### config.mk
export PLATFORM = sky130hd
export DESIGN_NAME = srdl2sv_amba3ahblite_bridge
export DESIGN_NICKNAME = d
export VERILOG_FILES = /design/src/rtl/srdl2sv_amba3ahblite_bridge.sv
export SDC_FILE = /design/constraint.sdc
export NUM_CORES = 1
export LEC_CHECK = 0
export BUFFER_PORTS_ARGS = -buffer_cell sky130_fd_sc_hd__buf_2
export CELL_PAD_IN_SITES_DETAIL_PLACEMENT = 1
export CELL_PAD_IN_SITES_GLOBAL_PLACEMENT = 1
export CORE_AREA = 2 2 99 92
export CTS_BUF_LIST = sky130_fd_sc_hd__clkbuf_4
export DETAILED_ROUTE_END_ITERATION = 12
export DIE_AREA = 0 0 101 94
export PLACE_DENSITY = 0.9
export REMOVE_ABC_BUFFERS = 1
export SYNTH_ARGS = -nofsm -noshare
export SYNTH_HDL_FRONTEND = slang
export SYNTH_SLANG_ARGS = --single-unit
### constraint.sdc
create_clock -name HCLK -period 5.8 [get_ports HCLK]
set_input_delay 0.29 -clock HCLK [delete_from_list [all_inputs] [get_ports HCLK]]
set_output_delay 0.29 -clock HCLK [all_outputs]
set_load 0.1 [all_outputs]
### src/rtl/srdl2sv_amba3ahblite_bridge.sv
// AHB-Lite slave bridging single transfers onto a simple register-block strobe interface.
// Optional register-side wait timeout is compiled in with `define SRDL2SV_AHB_TIMEOUT_EN.
module srdl2sv_amba3ahblite_bridge #(
  parameter int unsigned BUS_BITS       = 32,
  parameter int unsigned ADDR_BITS      = 32,
  parameter bit          NO_BYTE_ENABLE = 1'b0,
  parameter int unsigned TIMEOUT_CYCLES = 256
) (
  input  logic                    HCLK,
  input  logic                    HRESET,
  input  logic                    HSEL,
  input  logic                    HREADY,
  input  logic [ADDR_BITS-1:0]    HADDR,
  input  logic                    HWRITE,
  input  logic [2:0]              HSIZE,
  input  logic [1:0]              HTRANS,
  input  logic [3:0]              HPROT,
  input  logic [BUS_BITS-1:0]     HWDATA,
  output logic                    HREADYOUT,
  output logic                    HRESP,
  output logic [BUS_BITS-1:0]     HRDATA,
  output logic [ADDR_BITS-1:0]    b2r_addr,
  output logic [BUS_BITS-1:0]     b2r_data,
  output logic [BUS_BITS/8-1:0]   b2r_byte_en,
  output logic                    b2r_w_vld,
  output logic                    b2r_r_vld,
  input  logic [BUS_BITS-1:0]     r2b_data,
  input  logic                    r2b_rdy,
  input  logic                    r2b_err
);

  localparam int unsigned BYTES    = BUS_BITS / 8;
  localparam int unsigned OFF_BITS = $clog2(BYTES);

  typedef enum logic [1:0] {IDLE, TRANS, ERR_0, ERR_1} state_t;

  state_t                 state;
  state_t                 state_nxt;
  state_t                 xfer_nxt_c;
  logic                   accept_c;
  logic                   illegal_c;
  logic                   timeout_c;
  logic [7:0]             req_bytes_c;
  logic [7:0]             size_q_bytes_c;
  logic [ADDR_BITS-1:0]   haddr_q;
  logic [2:0]             hsize_q;
  logic                   hwrite_q;
  logic [OFF_BITS-1:0]    off_c;
  logic                   unused_ok;

  // Address phase qualification and legality of the incoming transfer
  assign accept_c    = HSEL & HREADY & HTRANS[1];
  assign req_bytes_c = 8'(1) << HSIZE;
  assign illegal_c   = ((HADDR[6:0] & 7'(req_bytes_c - 8'd1)) != 7'd0) ||
                       (req_bytes_c > 8'(BYTES));
  assign xfer_nxt_c  = illegal_c ? ERR_0 : TRANS;

  // Address-phase capture; only meaningful for the transfer in its data phase
  always_ff @(posedge HCLK) begin
    if (accept_c) begin
      haddr_q  <= HADDR;
      hsize_q  <= HSIZE;
      hwrite_q <= HWRITE;
    end
  end

`ifdef SRDL2SV_AHB_TIMEOUT_EN
  localparam int unsigned CNT_BITS = $clog2(TIMEOUT_CYCLES) + 1;

  logic [CNT_BITS-1:0] wait_cnt;

  // Counts unanswered TRANS cycles; restarts with every accepted transfer
  always_ff @(posedge HCLK) begin
    if (HRESET) begin
      wait_cnt <= '0;
    end else if (accept_c) begin
      wait_cnt <= '0;
    end else if ((state == TRANS) && !r2b_rdy) begin
      wait_cnt <= wait_cnt + CNT_BITS'(1);
    end
  end

  assign timeout_c = (state == TRANS) && !r2b_rdy &&
                     (wait_cnt == CNT_BITS'(TIMEOUT_CYCLES - 1));
`else
  assign timeout_c = 1'b0;
`endif

  always_ff @(posedge HCLK) begin
    if (HRESET) begin
      state <= IDLE;
    end else begin
      state <= state_nxt;
    end
  end

  // Next state and data-phase response
  always_comb begin
    state_nxt = state;
    HREADYOUT = 1'b1;
    HRESP     = 1'b0;
    b2r_w_vld = 1'b0;
    b2r_r_vld = 1'b0;
    case (state)
      IDLE: begin
        if (accept_c) begin
          state_nxt = xfer_nxt_c;
        end
      end
      TRANS: begin
        b2r_w_vld = hwrite_q;
        b2r_r_vld = !hwrite_q;
        HREADYOUT = r2b_rdy & !r2b_err;
        if (r2b_rdy) begin
          if (r2b_err) begin
            state_nxt = ERR_0;
          end else if (accept_c) begin
            state_nxt = xfer_nxt_c;
          end else begin
            state_nxt = IDLE;
          end
        end else if (timeout_c) begin
          state_nxt = ERR_0;
        end
      end
      ERR_0: begin
        HREADYOUT = 1'b0;
        HRESP     = 1'b1;
        state_nxt = ERR_1;
      end
      ERR_1: begin
        HRESP = 1'b1;
        if (accept_c) begin
          state_nxt = xfer_nxt_c;
        end else begin
          state_nxt = IDLE;
        end
      end
      default: begin
        state_nxt = IDLE;
      end
    endcase
  end

  assign b2r_addr = {haddr_q[ADDR_BITS-1:OFF_BITS], OFF_BITS'(0)};
  assign b2r_data = HWDATA;
  assign off_c    = haddr_q[OFF_BITS-1:0];
  assign size_q_bytes_c = 8'(1) << hsize_q;

  // Byte lanes covered by the transfer inside the bus word
  always_comb begin
    b2r_byte_en = '0;
    for (int unsigned i = 0; i < BYTES; i++) begin
      if ((i >= 32'(off_c)) && (i < 32'(off_c) + 32'(size_q_bytes_c))) begin
        b2r_byte_en[i] = 1'b1;
      end
    end
    if (NO_BYTE_ENABLE) begin
      b2r_byte_en = '1;
    end
  end

  // Read data returned only on the enabled lanes, only while in TRANS
  always_comb begin
    HRDATA = '0;
    if (state == TRANS) begin
      for (int unsigned i = 0; i < BYTES; i++) begin
        if (b2r_byte_en[i]) begin
          HRDATA[i*8 +: 8] = r2b_data[i*8 +: 8];
        end
      end
    end
  end

  // Inputs and parameters with no function in this build
  assign unused_ok = ^{HPROT, HTRANS[0], 32'(TIMEOUT_CYCLES)};

endmodule

==> report_table.html, run 1 <==
<table>
<tr><th>Metric</th><th>Value</th></tr>
<tr><th colspan="2">Yosys</th></tr>
<tr><td>Area share of the leading cell type in the synthesized netlist</td><td>48.6%</td></tr>
<tr><td>EDFF count, synth</td><td>36</td></tr>
<tr><td>Share of flip-flops with an asynchronous set or reset after synthesis</td><td>0%</td></tr>
<tr><td>Synthesized area per cell</td><td>10.7 µm²</td></tr>
<tr><td>Leading cell types by total area after synthesis</td><td>sky130_fd_sc_hd__edfxtp_1 49%, sky130_fd_sc_hd__buf_4 22%, sky130_fd_sc_hd__a211oi_1 5.1%</td></tr>
<tr><td>Cell count after synthesis</td><td>209</td></tr>
<tr><td>Synth area leader</td><td>sky130_fd_sc_hd__edfxtp_1</td></tr>
<tr><td>Number of different library cells in the post-synthesis netlist</td><td>31</td></tr>
<tr><td>Area of the mapped netlist</td><td>0.00223 mm²</td></tr>
<tr><td>Share of synthesized area occupied by flip-flops and latches</td><td>50.4%</td></tr>
<tr><td>Number of synthesized register bits</td><td>38</td></tr>
<tr><td>YS warnings</td><td>0</td></tr>
<tr><td>Most used DFF post-synth</td><td>sky130_fd_sc_hd__edfxtp_1</td></tr>
<tr><th colspan="2">Power</th></tr>
<tr><td>Switching fraction of total power</td><td>36.4%</td></tr>
<tr><td>Cell area power density</td><td>288 mW/mm²</td></tr>
<tr><td>Pleak</td><td>1.32 nW</td></tr>
<tr><td>Sw Pwr</td><td>0.000279 W</td></tr>
<tr><td>Int Pwr</td><td>0.000488 W</td></tr>
<tr><td>Clock share of power</td><td>28.8%</td></tr>
<tr><td>Combinational share of power</td><td>29.4%</td></tr>
<tr><td>Sequential fraction of design power</td><td>41.8%</td></tr>
<tr><td>Maximum VDD drop</td><td>0.164 mV</td></tr>
<tr><th colspan="2">Hold path</th></tr>
<tr><td>Hold Path Class</td><td>in -&gt; reg</td></tr>
<tr><td>WHS Path Cells</td><td>1</td></tr>
<tr><th colspan="2">Layout</th></tr>
<tr><td>Antenna cell count</td><td>0</td></tr>
<tr><td>Leading cell type in the layout, fill and taps excluded</td><td>sky130_fd_sc_hd__buf_2</td></tr>
<tr><td>Fraction of final layout cells with drive strength greater than 1</td><td>53.1%</td></tr>
<tr><td>Layout overhead on the synthesized area</td><td>19.5%</td></tr>
<tr><td>Layout Nets</td><td>406</td></tr>
<tr><td>Non-filler cells, final</td><td>394</td></tr>
<tr><td>Most used cells in the layout excluding fill and tap cells</td><td>144 x sky130_fd_sc_hd__buf_2, 36 x sky130_fd_sc_hd__edfxtp_1, 22 x sky130_fd_sc_hd__inv_1, 15 x sky130_fd_sc_hd__a211oi_1, 13 x sky130_fd_sc_hd__a21oi_1</td></tr>
<tr><td>Finished Cell Area</td><td>0.00266 mm²</td></tr>
<tr><th colspan="2">Placement</th></tr>
<tr><td>Post-Place Worst Slack</td><td>2.48 ns</td></tr>
<tr><td>Post-place instance area</td><td>0.00256 mm²</td></tr>
<tr><td>Cell Count Post-Placement</td><td>386</td></tr>
<tr><td># port buffers</td><td>144</td></tr>
<tr><td>GP Congestion</td><td>0.742</td></tr>
<tr><td>Half-perimeter wire length after placement</td><td>5820 µm</td></tr>
<tr><th colspan="2">GRT</th></tr>
<tr><td>Number of global-route vias before repair</td><td>1872</td></tr>
<tr><td>Largest net degree at the start of global routing</td><td>39</td></tr>
<tr><td>First-pass GRT wire length</td><td>9740 µm</td></tr>
<tr><td>Overall routing resource usage</td><td>14.2%</td></tr>
<tr><td>Number of antenna violations at the first check in global routing</td><td>2</td></tr>
<tr><td>Overall overflow remaining after global route</td><td>0</td></tr>
<tr><th colspan="2">Route</th></tr>
<tr><td>Total routed wirelength</td><td>6960 µm</td></tr>
<tr><td>Routed length per placed instance</td><td>17.7 µm</td></tr>
<tr><td>Number of nets with antenna violations after routing</td><td>0</td></tr>
<tr><td>Routed vias</td><td>1793</td></tr>
<tr><td>Starting DRC count in detailed routing</td><td>69</td></tr>
<tr><td>Iteration count of the initial detailed-routing pass</td><td>4</td></tr>
<tr><td>DRC violation count after routing</td><td>0</td></tr>
<tr><td>Routed vias/inst</td><td>4.55</td></tr>
<tr><th colspan="2">CTS</th></tr>
<tr><td>CTS Root Buffer Type</td><td>sky130_fd_sc_hd__clkbuf_4</td></tr>
<tr><td>Skew-Pair Late Insertion Delay</td><td>0.33 ns</td></tr>
<tr><td>TritonCTS clock tree</td><td>built</td></tr>
<tr><td>Count of hold-fix buffers inserted at cts</td><td>0</td></tr>
<tr><td>Sink count of the clock tree</td><td>38</td></tr>
<tr><td>Largest buffer count on any clock path</td><td>2</td></tr>
<tr><td>CTS H-Tree Depth</td><td>2</td></tr>
<tr><td>Setup bufs post-CTS</td><td>0</td></tr>
<tr><td>CTS Buf Count</td><td>5</td></tr>
<tr><td>Clock transition at path regs</td><td>0.12 ns</td></tr>
<tr><td>Resized cells post-CTS</td><td>0</td></tr>
<tr><th colspan="2">STA</th></tr>
<tr><td>Worst Max-Slew Pin Slew</td><td>0.925 ns</td></tr>
<tr><td>Setup_tns</td><td>0 ns</td></tr>
<tr><td>Fmax</td><td>276 MHz</td></tr>
<tr><td>Tightest slew margin relative to the limit</td><td>38.3%</td></tr>
<tr><td>Min cycle time layout</td><td>3.63 ns</td></tr>
<tr><td>Final critical-path setup slack</td><td>2.17 ns</td></tr>
<tr><td>Slew Viols, Final</td><td>0</td></tr>
<tr><td>Final hold violation count</td><td>0</td></tr>
<tr><td>Final critical-path share of the clock period</td><td>62.5%</td></tr>
<tr><td>Final setup violation count</td><td>0</td></tr>
<tr><td>RSZ-0062 raised after global routing</td><td>no</td></tr>
<tr><td>Final Skew</td><td>0.0000447 ns</td></tr>
<tr><th colspan="2">Floorplanning</th></tr>
<tr><td>Die Ht</td><td>94 µm</td></tr>
<tr><td>Floorplan die area</td><td>0.00949 mm²</td></tr>
<tr><td>Placement Rows</td><td>32</td></tr>
<tr><td>Floorplan core area</td><td>0.00841 mm²</td></tr>
<tr><td>Die width</td><td>101 µm</td></tr>
<tr><td>Boundary pin count</td><td>216</td></tr>
<tr><td>Starting Density</td><td>26.5%</td></tr>
<tr><th colspan="2">Critical path</th></tr>
<tr><td>Number of buffers and inverters on the critical path</td><td>2</td></tr>
<tr><td>WP depth</td><td>8</td></tr>
<tr><td>Largest incremental delay on the critical path</td><td>0.80 ns</td></tr>
<tr><td>Worst endpoint required time</td><td>5.51 ns</td></tr>
<tr><td>CP Max Fanout</td><td>27</td></tr>
<tr><td>Top cell family by delay on the critical path</td><td>compound AO/OA/AOI/OAI gates</td></tr>
<tr><td>Worst endpoint data arrival time</td><td>3.34 ns</td></tr>
<tr><td>Setup crit end kind</td><td>primary output</td></tr>
<tr><td>CP max stage cell</td><td>sky130_fd_sc_hd__a22o_1</td></tr>
<tr><td>Setup Crit Path Kind</td><td>reg -&gt; out</td></tr>
<tr><td>Cell depth of the worst flop-to-flop path</td><td>3</td></tr>
<tr><td>Startpoint kind of the worst setup timing path</td><td>flip-flop</td></tr>
<tr><td>Worst-path cell chain</td><td>nor3_1 &gt; ha_1 &gt; inv_1 &gt; fa_1 &gt; nor4b_1 &gt; a22o_1 &gt; a211oi_1 &gt; buf_2</td></tr>
<tr><th colspan="2">Status</th></tr>
<tr><td>Result of the run</td><td>complete, no violations</td></tr>
<tr><th colspan="2">Flow run</th></tr>
<tr><td>Count of maximum capacitance violations</td><td>0</td></tr>
</table>
==> cells by family after synthesis <==
family	Yosys count	share of synthesized area, %
buffers and inverters	94	27.6
DFF	38	50.4
and+or+nand+nor	37	8.94
AOI/OAI and AO/OA	36	10.9
adders and majority gates	3	2.02
other	1	0.168
==> path summary, 6_finish.rpt <==
path | start | end | slack [ns]
worst max register to register | state[1] | state[0] | 4.54
worst min register to register | state[0] | state[1] | 0.70
worst max-delay path | hsize_q[1] | HRDATA[10] | 2.17
worst min-delay path | HADDR[10] | haddr_q[10] | 0.12
==> final cells by class <==
| class | count | area [µm²] |
|---|---|---|
| Clock buffer | 5 | 37.5 |
| Clock inverter | 3 | 63.8 |
| Fill cell | 1004 | 5750 |
| Inverter | 23 | 86.3 |
| Multi-Input combinational cell | 78 | 495 |
| Sequential cell | 38 | 1120 |
| Tap cell | 102 | 128 |
| Timing Repair Buffer | 145 | 728 |
==> power by group through the flow <==
stage	sequential, W	combinational (W)	clock (W)
2_1_floorplan	0.000402	0.0000966	0
3_3_place_gp	0.000326	0.000222	0
3_5_place_dp	0.000327	0.000227	0
4_1_cts	0.000321	0.000227	0.000225
5_1_grt	0.000322	0.000236	0.000234
6_report	0.000320	0.000225	0.000221
==> Yosys cell counts, types with 5 or more instances <==
master,number
sky130_fd_sc_hd__inv_1,22
sky130_fd_sc_hd__a21oi_1,13
sky130_fd_sc_hd__nand3_1,8
sky130_fd_sc_hd__edfxtp_1,36
sky130_fd_sc_hd__a211oi_1,15
sky130_fd_sc_hd__buf_4,65
sky130_fd_sc_hd__nor2_1,5
sky130_fd_sc_hd__nand2_1,5
sky130_fd_sc_hd__and3_1,9
==> per-stage QoR <==
| step | hold WS (ns) | total power [W] | util, % |
|---|---|---|---|
| 2_1_floorplan | 0.389 | 0.000499 | - |
| 3_3_place_gp | 0.466 | 0.000549 | 30.4 |
| 3_5_place_dp | 0.468 | 0.000554 | 30.4 |
| 4_1_cts | 0.101 | 0.000773 | 31.6 |
| 5_1_grt | 0.0914 | 0.000792 | 31.6 |
| 6_report | 0.117 | 0.000766 | 31.6 |
==> state kept, by name, indices dropped and copies added, names as in the netlist <==
name      flops
hwrite_q      1
state         2
haddr_q      32
hsize_q       3
==> routing by layer <==
layer	wire length, µm	global-route usage (%)
met5	136	6.51
met1	2600	14.3
met4	45	2.82
met2	2920	22.5
met3	1260	11.3
(Power assumes the default switching activity.)
==> run 2, diff against run 1 <==
CORE_AREA = 2 2 103 95   (was 2 2 99 92)
DIE_AREA = 0 0 105 97   (was 0 0 101 94)
PLACE_DENSITY = 0.84   (was 0.9)
clock period = 3.8 ns   (was 5.8 ns; I/O delays follow)
==> run 2 against run 1 <==
  * Cell count up 6.9%
  * Via count up 0.50%
  * Clock skew hardly changed
  * Wire length is 3.0% lower
  * Sequential power rose by 53%
  * Setup slack got worse by 1.9 ns
  * Critical endpoint is now HRDATA[18]
  * Core utilization down 1.3 points
  * Non-clock buffer count up 7
  * Largest cell class unchanged
==> report_table.html, run 2 (synthesis results as in run 1) <==
<table>
<tr><th>Metric</th><th>Value</th></tr>
<tr><th colspan="2">Floorplanning</th></tr>
<tr><td>Floorplan core area</td><td>0.00900 mm² (+7.1%)</td></tr>
<tr><td>Placement Rows</td><td>33 (+3.1%)</td></tr>
<tr><td>Floorplan die area</td><td>0.0102 mm² (+7.3%)</td></tr>
<tr><td>Boundary pin count</td><td>216 (unchanged)</td></tr>
<tr><td>Starting Density</td><td>24.7% (-1.7 points)</td></tr>
<tr><td>Die Ht</td><td>97 µm (+3.2%)</td></tr>
<tr><td>Die width</td><td>105 µm (+4.0%)</td></tr>
<tr><th colspan="2">Layout</th></tr>
<tr><td>Largest register FFs</td><td>32 (unchanged)</td></tr>
<tr><td>Multi-input combinational cell area</td><td>495 µm² (unchanged)</td></tr>
<tr><td>Register name with the most flops</td><td>haddr_q</td></tr>
<tr><td>Finished Cell Area</td><td>0.00273 mm² (+2.8%)</td></tr>
<tr><td>Antenna cell count</td><td>0 (unchanged)</td></tr>
<tr><td>Leading cell type in the layout, fill and taps excluded</td><td>sky130_fd_sc_hd__buf_2</td></tr>
<tr><td>Layout overhead on the synthesized area</td><td>22.8%</td></tr>
<tr><td>Layout Nets</td><td>413 (+1.7%)</td></tr>
<tr><td>FILL cells</td><td>1081 (+7.7%)</td></tr>
<tr><td>Non-filler cells, final</td><td>421 (+6.9%)</td></tr>
<tr><td>Sequential standard cell area</td><td>0.00112 mm² (unchanged)</td></tr>
<tr><td>Most used cells in the layout excluding fill and tap cells</td><td>144 x sky130_fd_sc_hd__buf_2, 36 x sky130_fd_sc_hd__edfxtp_1, 22 x sky130_fd_sc_hd__inv_1, 15 x sky130_fd_sc_hd__a211oi_1, 13 x sky130_fd_sc_hd__a21oi_1</td></tr>
<tr><td>Fraction of final layout cells with drive strength greater than 1</td><td>52.5% (-0.57 points)</td></tr>
<tr><td>Registers with the most flip-flops</td><td>haddr_q: 32 flops, hsize_q: 3 flops, state: 2 flops</td></tr>
<tr><th colspan="2">GRT</th></tr>
<tr><td>Number of antenna violations at the first check in global routing</td><td>1 (-1)</td></tr>
<tr><td>Largest net degree at the start of global routing</td><td>39 (unchanged)</td></tr>
<tr><td>Number of global-route vias before repair</td><td>1880 (+0.43%)</td></tr>
<tr><td>Overall overflow remaining after global route</td><td>0 (unchanged)</td></tr>
<tr><td>First-pass GRT wire length</td><td>9760 µm (+0.14%)</td></tr>
<tr><td>Overall routing resource usage</td><td>12.6% (-1.6 points)</td></tr>
<tr><th colspan="2">CTS</th></tr>
<tr><td>Skew-Pair Late Insertion Delay</td><td>0.33 ns (about the same)</td></tr>
<tr><td>TritonCTS clock tree</td><td>built</td></tr>
<tr><td>Clock transition at path regs</td><td>0.12 ns (about the same)</td></tr>
<tr><td>Resized cells post-CTS</td><td>0 (unchanged)</td></tr>
<tr><td>Largest buffer count on any clock path</td><td>2 (unchanged)</td></tr>
<tr><td>CTS Root Buffer Type</td><td>sky130_fd_sc_hd__clkbuf_4</td></tr>
<tr><td>CTS Buf Count</td><td>5 (unchanged)</td></tr>
<tr><td>CTS H-Tree Depth</td><td>2 (unchanged)</td></tr>
<tr><td>Sink count of the clock tree</td><td>38 (unchanged)</td></tr>
<tr><th colspan="2">Power</th></tr>
<tr><td>Pleak</td><td>1.34 nW (+1.4%)</td></tr>
<tr><td>Switching fraction of total power</td><td>38.1% (+1.7 points)</td></tr>
<tr><td>Clock share of power</td><td>25.0% (-3.8 points)</td></tr>
<tr><td>Total power after layout</td><td>0.00112 W (+46%)</td></tr>
<tr><td>Sequential fraction of design power</td><td>43.7% (+1.9 points)</td></tr>
<tr><td>Maximum VDD drop</td><td>0.263 mV (+60%)</td></tr>
<tr><td>Int Pwr</td><td>0.000692 W (+42%)</td></tr>
<tr><td>Sw Pwr</td><td>0.000425 W (+53%)</td></tr>
<tr><td>Combinational share of power</td><td>31.2% (+1.8 points)</td></tr>
<tr><td>Cell area power density</td><td>409 mW/mm² (+42%)</td></tr>
<tr><th colspan="2">Critical path</th></tr>
<tr><td>WP depth</td><td>9 (+1)</td></tr>
<tr><td>Worst reg2reg startpoint</td><td>state[1]</td></tr>
<tr><td>Critical Path Start</td><td>hsize_q[2]</td></tr>
<tr><td>Top cell family by delay on the critical path</td><td>compound AO/OA/AOI/OAI gates</td></tr>
<tr><td>Worst endpoint required time</td><td>3.61 ns (-1.90 ns)</td></tr>
<tr><td>Worst-path cell chain</td><td>nor3_1 &gt; ha_1 &gt; inv_1 &gt; fa_1 &gt; nor4b_1 &gt; a22o_1 &gt; buf_4 &gt; a21oi_1 &gt; buf_2</td></tr>
<tr><td>Endpoint of the lowest-slack register-to-register path</td><td>state[0]</td></tr>
<tr><td>Setup slack, reg-to-reg</td><td>2.55 ns (-1.99 ns)</td></tr>
<tr><td>CP max stage cell</td><td>sky130_fd_sc_hd__a22o_1</td></tr>
<tr><td>Cell depth of the worst flop-to-flop path</td><td>3 (unchanged)</td></tr>
<tr><td>Setup Crit Path Kind</td><td>reg -&gt; out</td></tr>
<tr><td>Worst endpoint data arrival time</td><td>3.30 ns (-0.04 ns)</td></tr>
<tr><td>Setup crit end kind</td><td>primary output</td></tr>
<tr><td>Startpoint kind of the worst setup timing path</td><td>flip-flop</td></tr>
<tr><td>CP Max Fanout</td><td>24 (-11%)</td></tr>
<tr><td>Destination of the critical timing path</td><td>HRDATA[18]</td></tr>
<tr><td>Largest incremental delay on the critical path</td><td>0.71 ns (-0.09 ns)</td></tr>
<tr><td>Number of buffers and inverters on the critical path</td><td>3 (+1)</td></tr>
<tr><th colspan="2">Flow run</th></tr>
<tr><td>Count of maximum capacitance violations</td><td>0 (unchanged)</td></tr>
<tr><th colspan="2">Placement</th></tr>
<tr><td>GP Congestion</td><td>0.694 (-6.5%)</td></tr>
<tr><td>Half-perimeter wire length after placement</td><td>5640 µm (-3.1%)</td></tr>
<tr><td># port buffers</td><td>144 (unchanged)</td></tr>
<tr><td>Cell Count Post-Placement</td><td>407 (+5.4%)</td></tr>
<tr><td>Post-place instance area</td><td>0.00259 mm² (+1.3%)</td></tr>
<tr><th colspan="2">STA</th></tr>
<tr><td>Fmax</td><td>287 MHz</td></tr>
<tr><td>Tightest slew margin relative to the limit</td><td>46.4% (+8.0 points)</td></tr>
<tr><td>Final setup violation count</td><td>0 (unchanged)</td></tr>
<tr><td>Slew Viols, Final</td><td>0 (unchanged)</td></tr>
<tr><td>Final Skew</td><td>0.0000759 ns (+0.0000313 ns)</td></tr>
<tr><td>Worst Max-Slew Pin Slew</td><td>0.804 ns (-0.121 ns)</td></tr>
<tr><td>Min cycle time layout</td><td>3.49 ns</td></tr>
<tr><td>RSZ-0062 raised after global routing</td><td>no</td></tr>
<tr><td>Final hold violation count</td><td>0 (unchanged)</td></tr>
<tr><td>Final critical-path share of the clock period</td><td>91.7%</td></tr>
<tr><th colspan="2">Route</th></tr>
<tr><td>Routed length per placed instance</td><td>16.0 µm (-9.2%)</td></tr>
<tr><td>Routed vias/inst</td><td>4.28 (-5.9%)</td></tr>
<tr><td>Number of nets with antenna violations after routing</td><td>0 (unchanged)</td></tr>
<tr><td>Total routed wirelength</td><td>6760 µm (-3.0%)</td></tr>
<tr><td>Routed vias</td><td>1802 (+0.50%)</td></tr>
<tr><td>DRC violation count after routing</td><td>0 (unchanged)</td></tr>
<tr><td>Starting DRC count in detailed routing</td><td>44 (-36%)</td></tr>
<tr><td>Iteration count of the initial detailed-routing pass</td><td>4 (unchanged)</td></tr>
<tr><th colspan="2">Status</th></tr>
<tr><td>Result of the run</td><td>complete, no violations</td></tr>
<tr><th colspan="2">Hold path</th></tr>
<tr><td>Hold Path Class</td><td>in -&gt; reg</td></tr>
</table>
[run 2: worst min-delay path by stage]
stage                   start     endpoint  slack [ns]  depth (start not counted)
floorplan            HADDR[0]   haddr_q[0]        0.29                          0
global route        HADDR[14]  haddr_q[14]     0.00005                          1
finish               HADDR[7]   haddr_q[7]        0.02                          1
detailed placement   HADDR[8]   haddr_q[8]        0.37                          1
global placement    HADDR[11]  haddr_q[11]        0.37                          1
CTS                 HADDR[14]  haddr_q[14]       0.001                          1
[run 2: through the flow]
stage / worst slack [ns] / hold slack [ns] / util (%) / TNS, ns
final: 0.315 / 0.0197 / 30.4 / 0
after floorplan: -0.387 / 0.289 / - / -5.91
after global routing: 0.109 / 0.0000512 / 30.4 / 0
after CTS: 0.262 / 0.00105 / 30.2 / 0
after detailed placement: 0.656 / 0.368 / 28.8 / 0
after global placement: 0.782 / 0.366 / 28.8 / 0
[run 2: cell type report]
cell class / count / share of cell area, %
clock buffer: 6 / 1.65
multi-input combinational: 78 / 18.1
tap: 122 / 5.58
sequential: 38 / 41.0
timing repair buffer: 152 / 29.1
inverter: 23 / 3.16
clock inverter: 2 / 1.37
[run 2: power by group through the flow]
| stage | logic [W] | registers (W) | clock network [W] |
|---|---|---|---|
| after global placement | 0.000341 | 0.000498 | 0 |
| after detailed placement | 0.000346 | 0.000499 | 0 |
| after global routing | 0.000364 | 0.000491 | 0.000305 |
| after floorplan | 0.000147 | 0.000614 | 0 |
| after CTS | 0.000350 | 0.000489 | 0.000290 |
| final | 0.000349 | 0.000489 | 0.000280 |
[run 2: layer usage]
metal / track usage, % / wire (µm)
met1: 14.3 / 2710
met2: 18.4 / 2820
met3: 9.10 / 1110
met4: 3.38 / 74
met5: 4.59 / 52
[run 2: timing repair]
action | CTS | global route
setup buffers | 0 | 0
hold endpoints to repair | 4 | 2
hold buffers | 4 | 2
==> run 3, diff against run 2 <==
ABC_AREA = 1   (was unset)
CORE_AREA = 2 2 104 96   (was 2 2 103 95)
DIE_AREA = 0 0 106 98   (was 0 0 105 97)
==> run 3 against run 2 <==
  * Sequential power about the same
  * Clock power rose by 22%
  * Highest routed layer unchanged
  * Critical endpoint is now HRDATA[24]
  * Worst hold slack improved by 0.013 ns
==> report_table.html, run 3 <==
<table>
<tr><th>Metric</th><th>Value</th></tr>
<tr><th colspan="2">CTS</th></tr>
<tr><td>Sink count of the clock tree</td><td>38 (unchanged)</td></tr>
<tr><td>Largest buffer count on any clock path</td><td>2 (unchanged)</td></tr>
<tr><td>CTS Root Buffer Type</td><td>sky130_fd_sc_hd__clkbuf_4</td></tr>
<tr><td>CTS Buf Count</td><td>5 (unchanged)</td></tr>
<tr><td>Setup bufs post-CTS</td><td>0 (unchanged)</td></tr>
<tr><td>Resized cells post-CTS</td><td>0 (unchanged)</td></tr>
<tr><td>Skew-Pair Late Insertion Delay</td><td>0.33 ns (about the same)</td></tr>
<tr><td>Clock transition at path regs</td><td>0.12 ns (about the same)</td></tr>
<tr><td>TritonCTS clock tree</td><td>built</td></tr>
<tr><td>CTS H-Tree Depth</td><td>2 (unchanged)</td></tr>
<tr><td>Count of hold-fix buffers inserted at cts</td><td>16 (+12)</td></tr>
<tr><th colspan="2">GRT</th></tr>
<tr><td>Overall overflow remaining after global route</td><td>0 (unchanged)</td></tr>
<tr><td>Overall routing resource usage</td><td>12.1% (-0.49 points)</td></tr>
<tr><td>First-pass GRT wire length</td><td>9550 µm (-2.1%)</td></tr>
<tr><td>Largest net degree at the start of global routing</td><td>39 (unchanged)</td></tr>
<tr><td>Number of global-route vias before repair</td><td>1975 (+5.1%)</td></tr>
<tr><td>Number of antenna violations at the first check in global routing</td><td>0 (-1)</td></tr>
<tr><th colspan="2">Route</th></tr>
<tr><td>Iteration count of the initial detailed-routing pass</td><td>4 (unchanged)</td></tr>
<tr><td>Routed vias/inst</td><td>3.98 (-6.9%)</td></tr>
<tr><td>Starting DRC count in detailed routing</td><td>68 (+55%)</td></tr>
<tr><td>DRC violation count after routing</td><td>0 (unchanged)</td></tr>
<tr><td>Routed vias</td><td>1860 (+3.2%)</td></tr>
<tr><td>Total routed wirelength</td><td>6840 µm (+1.2%)</td></tr>
<tr><td>Number of nets with antenna violations after routing</td><td>0 (unchanged)</td></tr>
<tr><td>Routed length per placed instance</td><td>14.6 µm (-8.8%)</td></tr>
<tr><th colspan="2">Floorplanning</th></tr>
<tr><td>Placement Rows</td><td>34 (+3.0%)</td></tr>
<tr><td>Die width</td><td>106 µm (+0.95%)</td></tr>
<tr><td>Die Ht</td><td>98 µm (+1.0%)</td></tr>
<tr><td>Starting Density</td><td>23.3% (-1.4 points)</td></tr>
<tr><td>Boundary pin count</td><td>216 (unchanged)</td></tr>
<tr><td>Floorplan core area</td><td>0.00940 mm² (+4.4%)</td></tr>
<tr><td>Floorplan die area</td><td>0.0104 mm² (+2.0%)</td></tr>
<tr><th colspan="2">Placement</th></tr>
<tr><td>GP Congestion</td><td>0.722 (+4.0%)</td></tr>
<tr><td>Half-perimeter wire length after placement</td><td>5170 µm (-8.3%)</td></tr>
<tr><td># port buffers</td><td>144 (unchanged)</td></tr>
<tr><td>Post-place instance area</td><td>0.00257 mm² (-0.92%)</td></tr>
<tr><th colspan="2">Yosys</th></tr>
<tr><td>Most used DFF post-synth</td><td>sky130_fd_sc_hd__edfxtp_1</td></tr>
<tr><td>Number of different library cells in the post-synthesis netlist</td><td>22 (-29%)</td></tr>
<tr><td>Leading cell types by total area after synthesis</td><td>sky130_fd_sc_hd__edfxtp_1 49%, sky130_fd_sc_hd__buf_4 22%, sky130_fd_sc_hd__nand2_1 8.2%</td></tr>
<tr><td>Share of synthesized area occupied by flip-flops and latches</td><td>51.2% (+0.83 points)</td></tr>
<tr><td>YS warnings</td><td>0 (unchanged)</td></tr>
<tr><td>Cell count after synthesis</td><td>231 (+11%)</td></tr>
<tr><td>Synth area leader</td><td>sky130_fd_sc_hd__edfxtp_1</td></tr>
<tr><td>Most common library cells after synthesis</td><td>64 x sky130_fd_sc_hd__buf_4, 48 x sky130_fd_sc_hd__nand2_1, 41 x sky130_fd_sc_hd__nor2_1, 36 x sky130_fd_sc_hd__edfxtp_1, 16 x sky130_fd_sc_hd__inv_1</td></tr>
<tr><td>Synthesized area per cell</td><td>9.48 µm² (-11%)</td></tr>
<tr><td>Share of flip-flops with an asynchronous set or reset after synthesis</td><td>0% (unchanged)</td></tr>
<tr><td>Area of the mapped netlist</td><td>0.00219 mm² (-1.6%)</td></tr>
<tr><td>Most instantiated library cell after synthesis</td><td>sky130_fd_sc_hd__buf_4</td></tr>
<tr><td>EDFF count, synth</td><td>36 (unchanged)</td></tr>
<tr><td>Area share of the leading cell type in the synthesized netlist</td><td>49.4% (+0.80 points)</td></tr>
<tr><td>Number of synthesized register bits</td><td>38 (unchanged)</td></tr>
<tr><th colspan="2">Hold path</th></tr>
<tr><td>Hold Path Class</td><td>in -&gt; reg</td></tr>
<tr><th colspan="2">STA</th></tr>
<tr><td>Final hold violation count</td><td>0 (unchanged)</td></tr>
<tr><td>Final critical-path share of the clock period</td><td>73.6% (-18 points)</td></tr>
<tr><td>Tightest slew margin relative to the limit</td><td>32.1% (-14 points)</td></tr>
<tr><td>Fmax</td><td>358 MHz (+25%)</td></tr>
<tr><td>Setup_tns</td><td>0 ns (unchanged)</td></tr>
<tr><td>Final setup violation count</td><td>0 (unchanged)</td></tr>
<tr><td>Final Skew</td><td>0.0000450 ns (-0.0000309 ns)</td></tr>
<tr><td>Min cycle time layout</td><td>2.80 ns (-0.690 ns)</td></tr>
<tr><td>Slew Viols, Final</td><td>0 (unchanged)</td></tr>
<tr><td>Worst Max-Slew Pin Slew</td><td>1.02 ns (+0.212 ns)</td></tr>
<tr><td>RSZ-0062 raised after global routing</td><td>no</td></tr>
<tr><th colspan="2">Layout</th></tr>
<tr><td>Fraction of final layout cells with drive strength greater than 1</td><td>48.1% (-4.4 points)</td></tr>
<tr><td>Layout overhead on the synthesized area</td><td>33.5%</td></tr>
<tr><td>Sequential standard cell area</td><td>0.00112 mm² (unchanged)</td></tr>
<tr><td>Register name with the most flops</td><td>haddr_q</td></tr>
<tr><td>Multi-input combinational cell area</td><td>500 µm² (+1.0%)</td></tr>
<tr><td>Leading cell type in the layout, fill and taps excluded</td><td>sky130_fd_sc_hd__buf_2</td></tr>
<tr><td>FILL cells</td><td>1133 (+4.8%)</td></tr>
<tr><td>Layout Nets</td><td>455 (+10%)</td></tr>
<tr><td>Registers with the most flip-flops</td><td>haddr_q: 32 flops, hsize_q: 3 flops, state: 2 flops</td></tr>
<tr><td>Finished Cell Area</td><td>0.00292 mm² (+7.0%)</td></tr>
<tr><td>Utilization of the core after routing</td><td>31.1% (+0.73 points)</td></tr>
<tr><td>Largest register FFs</td><td>32 (unchanged)</td></tr>
<tr><td>Most used cells in the layout excluding fill and tap cells</td><td>144 x sky130_fd_sc_hd__buf_2, 48 x sky130_fd_sc_hd__nand2_1, 40 x sky130_fd_sc_hd__nor2_1, 36 x sky130_fd_sc_hd__edfxtp_1, 25 x sky130_fd_sc_hd__dlygate4sd3_1</td></tr>
<tr><td>Antenna cell count</td><td>0 (unchanged)</td></tr>
<tr><th colspan="2">Critical path</th></tr>
<tr><td>Largest incremental delay on the critical path</td><td>0.46 ns (-0.25 ns)</td></tr>
<tr><td>CP max stage cell</td><td>sky130_fd_sc_hd__buf_2</td></tr>
<tr><td>Worst-path cell chain</td><td>nor3_1 &gt; ha_1 &gt; inv_1 &gt; fa_1 &gt; nand2_1 &gt; nand2_2 &gt; nand2_2 &gt; nand2_1 &gt; nor2_1 &gt; buf_2</td></tr>
<tr><td>CP Max Fanout</td><td>9 (-63%)</td></tr>
<tr><td>Worst endpoint required time</td><td>3.61 ns (about the same)</td></tr>
<tr><td>Setup Crit Path Kind</td><td>reg -&gt; out</td></tr>
<tr><td>Setup crit end kind</td><td>primary output</td></tr>
<tr><td>Startpoint kind of the worst setup timing path</td><td>flip-flop</td></tr>
<tr><td>Worst endpoint data arrival time</td><td>2.61 ns (-0.69 ns)</td></tr>
<tr><th colspan="2">Flow run</th></tr>
<tr><td>Count of maximum capacitance violations</td><td>0 (unchanged)</td></tr>
<tr><th colspan="2">Power</th></tr>
<tr><td>Maximum VDD drop</td><td>0.275 mV (+4.3%)</td></tr>
<tr><td>Cell area power density</td><td>406 mW/mm² (-0.69%)</td></tr>
<tr><td>Total power after layout</td><td>0.00119 W (+6.2%)</td></tr>
<tr><td>Pleak</td><td>1.42 nW (+6.2%)</td></tr>
<tr><th colspan="2">Status</th></tr>
<tr><td>Result of the run</td><td>complete, no violations</td></tr>
</table>
## run 3: cell count changes after synthesis, sizes merged, moves of 2 or more
| cell | delta |
|---|---|
| and3 | -9 |
| nor2 | +38 |
| buf | -2 |
| nand2 | +47 |
| a21oi | -12 |
| a211oi | -16 |
| nor2b | -2 |
| inv | -4 |
| nor3b | -2 |
| o21bai | -2 |
| nand3 | -4 |
## run 3: per-stage QoR
| step | hold slack [ns] | setup slack [ns] | cells |
|---|---|---|---|
| after global placement | 0.366 | 1.45 | 434 |
| after global routing | 0.00538 | 0.811 | 467 |
| final | 0.0325 | 1.00 | 467 |
| after detailed placement | 0.369 | 1.33 | 434 |
| after floorplan | 0.259 | 0.436 | 164 |
| after CTS | 0.0000477 | 0.913 | 458 |
## run 3: path summary, 6_finish.rpt
check	startpoint	end	slack, ns	cells past startpoint
max	hsize_q[0]	HRDATA[24]	1.00	10
min	HADDR[12]	haddr_q[12]	0.03	1
max reg2reg	state[1]	state[1]	2.12	6
min reg2reg	state[0]	state[1]	0.62	3
## run 3: cells by family after synthesis
family	after synthesis	synth area share (%)
fa+ha+maj	3	2.06
flops	38	51.2
buf+inv	86	26.5
other cells	1	0.171
compound gates	3	1.09
simple gates	100	19.0
## run 3: area by class of cell
class,count,share of cell area [%]
well taps,126,5.39
clock inverters,3,2.35
multi-input cells,108,17.1
clock buffers,5,1.28
inverters,18,2.31
flip-flops and latches,38,38.3
repair buffers,169,33.2
## run 3: layer usage
metal / up-vias / routed length (µm) / share of wire, % / track usage [%]
li1: 872 / - / - / -
met1: 826 / 2520 / 37 / 12.3
met2: 152 / 3020 / 44 / 19.7
met3: 8 / 1200 / 18 / 8.95
met4: 2 / 55 / 0.80 / 3.04
met5: - / 36 / 0.53 / 2.86
## run 3: worst max-delay path: cells and delay by family, from the launching register on
family | cells | cell delay [ns]
and+or+nand+nor | 6 | 0.72
DFF | 1 | 0.45
buffers and inverters | 2 | 0.52
adders and majority gates | 2 | 0.59
## run 3: where the power goes
part           total (W)  internal (W)  switching [W]
combinational   0.000358     0.0000760       0.000282
clock           0.000342      0.000206       0.000136
sequential      0.000487      0.000480     0.00000697
